<file path="src/rtl/counter_seq_ctrl_pkg.sv">
// Shared state encoding and direction constants for the lap sequencer.
package counter_seq_ctrl_pkg;
  typedef logic [1:0] state_t;

  localparam state_t S_IDLE  = 2'd0;
  localparam state_t S_CLEAR = 2'd1;
  localparam state_t S_RUN   = 2'd2;
  localparam state_t S_DONE  = 2'd3;

  localparam logic DIR_UP = 1'b0;
  localparam logic DIR_DN = 1'b1;
endpackage

</file>
<file path="src/rtl/counter_seq_lap.sv">
// Lap bookkeeping: latched lap target and laps-completed counter.
// o_last_lap flags that the next increment reaches the programmed lap count.
module counter_seq_lap #(
  parameter int lap_bits = 4
) (
  input  logic                clk,
  input  logic                rst,
  input  logic                i_load,
  input  logic [lap_bits-1:0] i_laps,
  input  logic                i_zero,
  input  logic                i_inc,
  output logic [lap_bits-1:0] o_lap_cnt,
  output logic                o_last_lap
);
  logic [lap_bits-1:0] r_laps;
  logic [lap_bits-1:0] r_lap_cnt;
  logic [lap_bits-1:0] w_lap_nxt;

  assign w_lap_nxt = r_lap_cnt + lap_bits'(1);

  always_ff @(posedge clk or posedge rst) begin
    if (rst) begin
      r_laps    <= '0;
      r_lap_cnt <= '0;
    end else begin
      if (i_load) r_laps <= i_laps;
      if (i_zero)     r_lap_cnt <= '0;
      else if (i_inc) r_lap_cnt <= w_lap_nxt;
    end
  end

  assign o_lap_cnt  = r_lap_cnt;
  assign o_last_lap = (w_lap_nxt == r_laps);
endmodule

</file>
<file path="src/rtl/counter_seq_ctrl.sv">
// Drives an external up/down counter through a programmed number of laps:
// clear, count to the terminal value, repeat, then pulse done.
module counter_seq_ctrl
  import counter_seq_ctrl_pkg::*;
#(
  parameter int bits     = 4,
  parameter int lap_bits = 4
) (
  input  logic                clk,
  input  logic                rst,
  input  logic                start,
  input  logic                abort,
  input  logic                pause,
  input  logic                dir_in,
  input  logic [bits-1:0]     target,
  input  logic [lap_bits-1:0] laps,
  input  logic [bits-1:0]     count,
  output logic                cnt_clr,
  output logic                cnt_en,
  output logic                cnt_sel,
  output logic                busy,
  output logic                done,
  output logic                err,
  output logic [lap_bits-1:0] lap_cnt
);
  state_t          r_state;
  state_t          w_state_nxt;
  logic [bits-1:0] r_term;
  logic            r_dir;
  logic            r_err;
  logic            w_cfg_ok;
  logic            w_accept;
  logic            w_reject;
  logic            w_term_hit;
  logic            w_lap_inc;
  logic            w_last_lap;

  assign w_cfg_ok   = (target != '0) && (laps != '0);
  assign w_accept   = (r_state == S_IDLE) && start && w_cfg_ok;
  assign w_reject   = (r_state == S_IDLE) && start && !w_cfg_ok;
  assign w_term_hit = (count == r_term);

  always_ff @(posedge clk or posedge rst) begin
    if (rst) begin
      r_state <= S_IDLE;
      r_term  <= '0;
      r_dir   <= DIR_UP;
      r_err   <= 1'b0;
    end else begin
      r_state <= w_state_nxt;
      r_err   <= w_reject;
      if (w_accept) begin
        r_dir  <= dir_in;
        // Down laps end at the two's-complement image of the target.
        r_term <= (dir_in == DIR_DN) ? (bits'(0) - target) : target;
      end
    end
  end

  always_comb begin
    w_state_nxt = r_state;
    case (r_state)
      S_IDLE:  if (w_accept) w_state_nxt = S_CLEAR;
      S_CLEAR: w_state_nxt = abort ? S_IDLE : S_RUN;
      S_RUN: begin
        if (abort)           w_state_nxt = S_IDLE;
        else if (w_term_hit) w_state_nxt = w_last_lap ? S_DONE : S_CLEAR;
      end
      S_DONE:  w_state_nxt = S_IDLE;
      default: w_state_nxt = S_IDLE;
    endcase
  end

  always_comb begin
    cnt_clr   = (r_state == S_CLEAR) && !abort;
    cnt_en    = (r_state == S_RUN) && !w_term_hit && !pause && !abort;
    w_lap_inc = (r_state == S_RUN) && w_term_hit && !abort;
    busy      = (r_state != S_IDLE);
    done      = (r_state == S_DONE) && !abort;
  end

  assign cnt_sel = r_dir;
  assign err     = r_err;

  counter_seq_lap #(.lap_bits(lap_bits)) u_lap (
    .clk       (clk),
    .rst       (rst),
    .i_load    (w_accept),
    .i_laps    (laps),
    .i_zero    (w_accept),
    .i_inc     (w_lap_inc),
    .o_lap_cnt (lap_cnt),
    .o_last_lap(w_last_lap)
  );
endmodule

</file>
<file path="config.mk">
export PLATFORM = sky130hd
export DESIGN_NAME = counter_seq_ctrl
export DESIGN_NICKNAME = d
export VERILOG_FILES = /design/src/rtl/counter_seq_ctrl_pkg.sv /design/src/rtl/counter_seq_lap.sv /design/src/rtl/counter_seq_ctrl.sv
export SDC_FILE = /design/constraint.sdc
export NUM_CORES = 1
export LEC_CHECK = 0
export CAP_MARGIN = 0
export CORE_ASPECT_RATIO = 0.8
export CORE_MARGIN = 4
export CORE_UTILIZATION = 48
export CTS_BUF_LIST = sky130_fd_sc_hd__clkbuf_4 sky130_fd_sc_hd__clkbuf_8 sky130_fd_sc_hd__clkbuf_16
export DETAILED_ROUTE_END_ITERATION = 10
export PLACE_DENSITY = 0.89
export SYNTH_ARGS = -nofsm -noshare
export SYNTH_HDL_FRONTEND = slang
export SYNTH_SLANG_ARGS = --single-unit
</file>
<file path="constraint.sdc">
create_clock -name clk -period 3.34 [get_ports clk]
set_clock_uncertainty 0.2 [all_clocks]
set_input_delay 1.002 -clock clk [delete_from_list [all_inputs] [get_ports clk]]
set_output_delay 1.002 -clock clk [all_outputs]
set_load 0.01 [all_outputs]
</file>
Yosys cells after proc, flatten, opt, wreduce, memory -nomap -nowiden:

Index checks and enable logic that the tools add are counted.

* register bits after elaboration: 16
* input bits: 18
* output and inout bits: 10
* logic and storage cells: 45

* $add $sub $neg: 2
* equal/unequal tests: 7
* muxes and demuxes: 9
* reductions and logical operators: 21

Operators by type and width (count)
* two-way mux 4 bit: 3
* logical AND 1 bit: 11
* two-way mux 2 bit: 5
* equality test 4 bit: 2
* one-hot mux 2 bit (4 select lines): 1
* nonzero test 4 bit: 2
* adder 4 x 1 -> 4 bit, second input constant: 1
* equality test 2 bit, second input constant: 2
* zero test 1 bit: 4
* nonzero test 2 bit: 2
* subtractor 1 x 4 -> 4 bit, first input constant: 1
* != test 3 bit, second input constant: 1
* equality test 2 x 1 -> 1 bit, second input constant: 1
* zero test 2 bit: 1
* != test 2 x 1 -> 1 bit, second input constant: 1
* AND reduction 2 bit: 1

Logic depth before layout (Yosys ltp):

Gate-level depths: netlist of the first run.

* depth in word-level cells: 6
* mapped depth: 6
* depth with buffers taken out: 5

Hierarchy:

From an unflattened synthesis of the first run, not the netlist that was laid out.

* cell total of the unflattened synthesis: 78
* area total of the unflattened synthesis: 874.6 um^2

Modules (own cells, without submodules)
* counter_seq_ctrl: instances 1, cells each 46, area an instance 481.7 um^2, sequential area each 200.2 um^2
* counter_seq_lap: instances 1, cells each 32, area an instance 392.9 um^2, sequential area each 200.2 um^2

Worst setup path after synthesis of the first run:

No wires, ideal clock.

* path type: input port to output port
* start point: in abort
* end point: out cnt_en
* data arrival time: 1509 ps
* required time: 2138 ps
* path slack: 629 ps
* stages: 3
* path buffers: 0
* cells stage by stage: nor3b_1 -> nand2_1 -> nor2_1

* word-level cells in the longest chain between the ends: 2

RTL lines
* start, declared: RTL line counter_seq_ctrl.sv:12 `input logic abort,`
* zero test 1 bit: RTL line counter_seq_ctrl.sv:76 `cnt_en = (r_state == S_RUN) && !w_term_hit && !pause && !abort;`
* logical AND 1 bit: RTL line counter_seq_ctrl.sv:76
* end, declared: RTL line counter_seq_ctrl.sv:19 `output logic cnt_en,`

Every way passes these cells.

Worst setup path after layout of the first run:

* start point: in abort
* end point: out done

* word-level cells in the longest chain between the ends: 2

RTL lines
* zero test 1 bit: RTL line counter_seq_ctrl.sv:79 `done = (r_state == S_DONE) && !abort;`
* logical AND 1 bit: RTL line counter_seq_ctrl.sv:79
* end, declared: RTL line counter_seq_ctrl.sv:22 `output logic done,`

Every way passes these cells.

==> run summary, run 1 <==
Status - finished, final reports clean
Critical path peak fanout - 4
Max Fclk - 0.310 GHz
Pwr Total - 0.617 mW
Global-route wire length before repair - 3150 um
CTS tree - built
Hold crit path type - flop to flop
Final Hold Vio Count - 0
Avg WL per Cell - 13.8 um
Congestion Overflow GR - 0
Root Buffer - clkbuf_4
Register-to-register setup slack - 1.40 ns
Syn nets - 98
Cell Pwr Density - 493 nW/um^2
# setup viols final - 0
Post-route clock period utilization - 96.7%
Antenna-violating nets left - 0
Cell area after synthesis - 895 um^2
Die Height - 46.6 um
Max-slew violation count - 0
Footprint of the multi-input gates - 474 um^2
Die ar. - 2620 um^2
RSZ-0062 raised after global routing - no
Vias in the first global route - 743
Setup CP Type - input port to primary output
Post-synthesis cell type count - 30
Worst skew pair latency - 0.27 ns
Detailed-route via count - 682
DRC violations left - 0
Routability Congestion - 0.778
Gr usage total - 16.0%
Worst Path Required - 2.14 ns
Port-buffer cells - 27
Critical Path End Type - primary output
Largest net degree at the start of global routing - 17
Htree depth - 1
Initial antenna violation count - 0
Final wirelength - 1870 um
Leakage - 0.543 nW
Nature of the critical path startpoint - input port
1st-iter DRT viols - 5
Sum Neg Setup Slack - 0 ns
Post-synthesis register bit count - 16
Worst vdd ir - 0.375 mV
Diode count - 0
Clock sink count - 16
Sequential element share of the synthesized area - 44.8%
Slew @ Worst Pin - 0.584 ns
Sequential standard cell area - 400 um^2
CTS buffer count - 3
Top-Level Pins - 28
Placed instance area - 1210 um^2
Min Tclk post-route - 3.23 ns
Die X - 56.3 um
Clk buf depth - 2
# fillers - 128
Final Non-Filler Cells - 135
Hold Buf Count CTS - 0
First-pass DRT Iterations - 4
Via/cell ratio - 5.05
YS warnings - 0
Post-route cell area - 1250 um^2
Avg Cell Area, Syn - 11.5 um^2
Starting density of the core - 52.9%
Reg clk slew, reported paths - 0.09 ns
Max Cap Viol - 0
Cells after Synth - 78
Nets - 135
Area growth from synthesis to layout - 39.9%
Core Footprint - 1690 um^2
Rows - 13
Share of layout cells above drive strength 1 - 19.5%
Inst Count DP - 130
Post-DP HPWL - 1560 um
Arrival time at the worst endpoint - 2.03 ns
Max_slew headroom - 61.0%
==> cell families after synthesis <==
| family | count (synthesis) | synth area share, % |
|---|---|---|
| AO/OA/AOI/OAI | 11 | 9.37 |
| XOR/XNOR | 12 | 11.7 |
| adder cells (fa/ha/maj) | 2 | 2.80 |
| buffers and inverters | 6 | 3.36 |
| flip-flops | 16 | 44.8 |
| multiplexers | 9 | 12.7 |
| AND/OR/NAND/NOR | 22 | 15.2 |
==> final timing paths <==
check / start / end / cells past startpoint
max in group asynchronous: rst / r_term[1] / 2
max: abort / done / 3
min reg2reg: cnt_sel / cnt_sel / 1
min: cnt_sel / cnt_sel / 1
min in group asynchronous: rst / r_term[2] / 2
max reg2reg: r_state[0] / cnt_sel / 4
==> flip-flops by register name (all words and copies together), names as in the netlist <==
signal / flops
err: 1
u_lap.o_lap_cnt: 4
r_term: 4
cnt_sel: 1
u_lap.r_laps: 4
r_state: 2
==> layout by cell type, fill, tap and decap left out, types with 2 or more instances in the layout <==
cell             count
xor2_1               3
buf_4                6
inv_1                5
nor2b_1              2
clkdlybuf4s50_1     24
nand4_1              2
dlygate4sd2_1        2
clkbuf_4             3
nand2_1              2
mux2i_1              2
ha_1                 2
mux2_4               4
xnor2_1              9
nor3b_2              2
nor2_1               6
mux2_1               2
a21oi_1              5
dfrtp_1             16
==> metrics by stage <==
| step | hold WS (ns) | util (%) | setup WS (ns) |
|---|---|---|---|
| final | 0.294 | 74.0 | 0.109 |
| after global placement | 0.268 | 71.6 | -0.242 |
| after global routing | 0.329 | 74.0 | 0.0760 |
| after CTS | 0.300 | 73.7 | 0.00626 |
| after detailed placement | 0.281 | 71.6 | -0.359 |
| after floorplan | 0.280 | - | 0.629 |
==> where the power goes <==
part / leakage [nW] / switching [mW] / internal [mW] / total, mW
registers: 0.198 / 0.0443 / 0.245 / 0.290
logic: 0.331 / 0.0845 / 0.145 / 0.229
clock network: 0.0138 / 0.0564 / 0.0418 / 0.0981
==> critical path, cell delays in order <==
cell and delay (ns):
dlygate4sd2_1 0.28, and3b_1 0.22, clkdlybuf4s50_1 0.53
==> timing repair <==
action                     CTS  global route
setup endpoints to repair    3             1
pin swaps                    3             2
buffers inserted             1             1
resized for setup            5             2
==> routing by layer <==
metal	track usage [%]	part of all wire, %
met1	17.4	41
met2	30.3	53
met4	10.9	1.6
met3	1.68	4.3
met5	0	0
==> cell usage after synthesis <==
master    number  area (um^2)
or2_1          1         6.26
buf_6          1         11.3
and3b_1        1         8.76
o22ai_1        1         6.26
a211oi_4       1         20.0
nand4_1        2         12.5
nor2b_1        2         12.5
or3b_1         1         8.76
mux2_1         2         22.5
o21bai_2       1         11.3
nor3b_1        2         15.0
mux2_2         1         11.3
o221ai_1       1         8.76
nor4_2         1         12.5
mux2i_1        2         20.0
mux2_4         4         60.1
or2_2          1         6.26
inv_1          5         18.8
o31ai_1        1         7.51
a21oi_1        5         25.0
or4_1          1         7.51
nor2_1         6         22.5
dfrtp_1       16          400
nand2_1        2         7.51
nand3_1        1         5.00
ha_1           2         25.0
xnor2_1        9         78.8
or3b_4         1         11.3
o21ai_0        1         5.00
xor2_1         3         26.3
==> cell type report <==
class	instances	area share (%)
clock buffers	3	1.80
inverters	5	1.50
multi-input cells	56	37.9
flip-flops and latches	16	32.0
well taps	22	2.20
repair buffers	33	24.6
Note: power is estimated with default switching activity, not from simulation.
==> run 2, diff against run 1 <==
CORE_ASPECT_RATIO = unset   (was 0.8)
==> run 2 against run 1 <==
Non-clock buffer count increased by 2. Routed wire length increased by 8.9%. Setup slack improved by 0.062 ns. First-iteration DRC count increased by 60%. Sequential cell count unchanged. Cell area increased by 1.7%. Combinational power increased by 3%. Utilization decreased by 1.1 points. Via count increased by 6.2%. Sequential share of layout area decreased by 0.53 points. Critical path type unchanged. Largest cell class unchanged. Largest power group unchanged.
==> run summary, run 2 (synthesized netlist as in run 1, its figures left out) <==
Status - finished, final reports clean (unchanged)
Global-route wire length before repair - 3480 um (was 3150 um)
Top-Level Pins - 28 (unchanged)
Share of layout cells above drive strength 1 - 20.9% (was 19.5%)
Worst skew pair latency - 0.29 ns (was 0.27 ns)
# fillers - 131 (was 128)
Congestion Overflow GR - 0 (unchanged)
RSZ-0062 raised after global routing - no (unchanged)
Antenna-violating nets left - 0 (unchanged)
Max_slew headroom - 58.8% (was 61.0%)
Post-DP HPWL - 1620 um (was 1560 um)
Critical Path End Type - primary output (unchanged)
Diode count - 0 (unchanged)
Avg WL per Cell - 14.5 um (was 13.8 um)
CTS buffer count - 3 (unchanged)
Detailed-route via count - 724 (was 682)
Setup CP Type - input port to primary output (unchanged)
Via/cell ratio - 5.17 (was 5.05)
Routability Congestion - 0.738 (was 0.778)
Die X - 51.2 um (was 56.3 um)
Htree depth - 1 (unchanged)
Worst-path cell chain - clkdlybuf4s50_1 > xnor2_1 > nand4_1 > nand2_1 > nor2_1 > clkbuf_2 (was dlygate4sd2_1 > and3b_1 > clkdlybuf4s50_1)
CTS tree - built (unchanged)
DRC violations left - 0 (unchanged)
# setup viols final - 0 (unchanged)
Slowest CP cell - clkdlybuf4s50_1 (unchanged)
Nature of the critical path startpoint - input port (unchanged)
Max-slew violation count - 0 (unchanged)
Root Buffer - clkbuf_4 (unchanged)
Placed instance area - 1230 um^2 (was 1210 um^2)
Gr usage total - 17.9% (was 16.0%)
Core Footprint - 1750 um^2 (was 1690 um^2)
Die ar. - 2620 um^2 (about the same)
Arrival time at the worst endpoint - 1.97 ns (was 2.03 ns)
Most common cell after layout, fill and taps aside - clkdlybuf4s50_1 (unchanged)
Area growth from synthesis to layout - 42.2% (was 39.9%)
Sum Neg Setup Slack - 0 ns (unchanged)
Worst Path Required - 2.14 ns (about the same)
1st-iter DRT viols - 8 (was 5)
Leakage - 0.567 nW (was 0.543 nW)
Initial antenna violation count - 0 (unchanged)
Rows - 15 (was 13)
Worst Path Buf+Inv - 2 (unchanged)
Clk buf depth - 2 (unchanged)
First-pass DRT Iterations - 4 (unchanged)
Footprint of the multi-input gates - 474 um^2 (unchanged)
Largest net degree at the start of global routing - 17 (unchanged)
Max Cap Viol - 0 (unchanged)
Cell Pwr Density - 493 nW/um^2 (about the same)
Starting density of the core - 51.3% (was 52.9%)
Nets - 137 (was 135)
Worst path max stage delay - 0.47 ns (was 0.53 ns)
Die Height - 51.2 um (was 46.6 um)
Final wirelength - 2030 um (was 1870 um)
Vias in the first global route - 772 (was 743)
Slew @ Worst Pin - 0.618 ns (was 0.584 ns)
Reg clk slew, reported paths - 0.09 ns (about the same)
Final Hold Vio Count - 0 (unchanged)
Critical path peak fanout - 2 (was 4)
Max Fclk - 0.316 GHz (was 0.310 GHz)
Clock sink count - 16 (unchanged)
Post-route clock period utilization - 94.9% (was 96.7%)
Worst path top cell family by delay - buffers and inverters (unchanged)
Sequential standard cell area - 400 um^2 (unchanged)
Inst Count DP - 135 (was 130)
Worst vdd ir - 0.309 mV (was 0.375 mV)
Most frequent cells in the layout - clkdlybuf4s50_1, dfrtp_1, xnor2_1 (unchanged)
Post-route cell area - 1270 um^2 (was 1250 um^2)
Min Tclk post-route - 3.17 ns (was 3.23 ns)
Hold crit path type - flop to flop (unchanged)
Final Non-Filler Cells - 140 (was 135)
Port-buffer cells - 27 (unchanged)
run 2: power by group:
part	leakage (nW)	internal, mW	total (mW)	switching [mW]
clock	0.0138	0.0419	0.102	0.0596
combinational	0.354	0.147	0.235	0.0878
sequential	0.198	0.245	0.291	0.0460
total	0.567	0.434	0.627	0.193
run 2: repair_timing:
action,CTS,global route
resized for setup,5,3
hold buffers,0,0
buffers inserted,1,1
setup endpoints to repair,3,2
pin swaps,1,4
run 2: cell type report:
| type | instances | area share, % |
|---|---|---|
| Multi-Input combinational cell | 56 | 37.3 |
| Inverter | 5 | 1.47 |
| Tap cell | 25 | 2.46 |
| Clock buffer | 3 | 1.77 |
| Timing Repair Buffer | 35 | 25.6 |
| Sequential cell | 16 | 31.5 |
run 2: path summary, 6_finish.rpt:
path	from	to	slack, ns	cells past startpoint
max	count[2]	cnt_en	0.17	6
min	cnt_sel	cnt_sel	0.31	1
max reg2reg	r_state[0]	u_lap.r_laps[3]	1.46	4
min reg2reg	cnt_sel	cnt_sel	0.31	1
max in group asynchronous	rst	u_lap.o_lap_cnt[3]	1.65	2
min in group asynchronous	rst	r_term[0]	0.89	2
run 2: routing by layer:
| metal | vias up | track usage [%] | wire length [um] | share of wire (%) |
|---|---|---|---|---|
| met5 | - | 0 | 0 | 0 |
| met4 | 0 | 8.07 | 16 | 0.79 |
| met1 | 350 | 21.6 | 848 | 42 |
| met2 | 26 | 31.3 | 1100 | 54 |
| li1 | 346 | - | - | - |
| met3 | 2 | 2.62 | 74 | 3.6 |
run 2: metrics by stage:
step | power, mW | utilization, % | worst slack, ns | hold slack, ns
finish | 0.627 | 72.9 | 0.172 | 0.314
global route | 0.664 | 72.9 | 0.0520 | 0.334
CTS | 0.630 | 72.5 | -0.000378 | 0.310
detailed placement | 0.527 | 70.5 | -0.298 | 0.283
global placement | 0.512 | 70.5 | -0.230 | 0.280
floorplan | 0.430 | - | 0.629 | 0.280
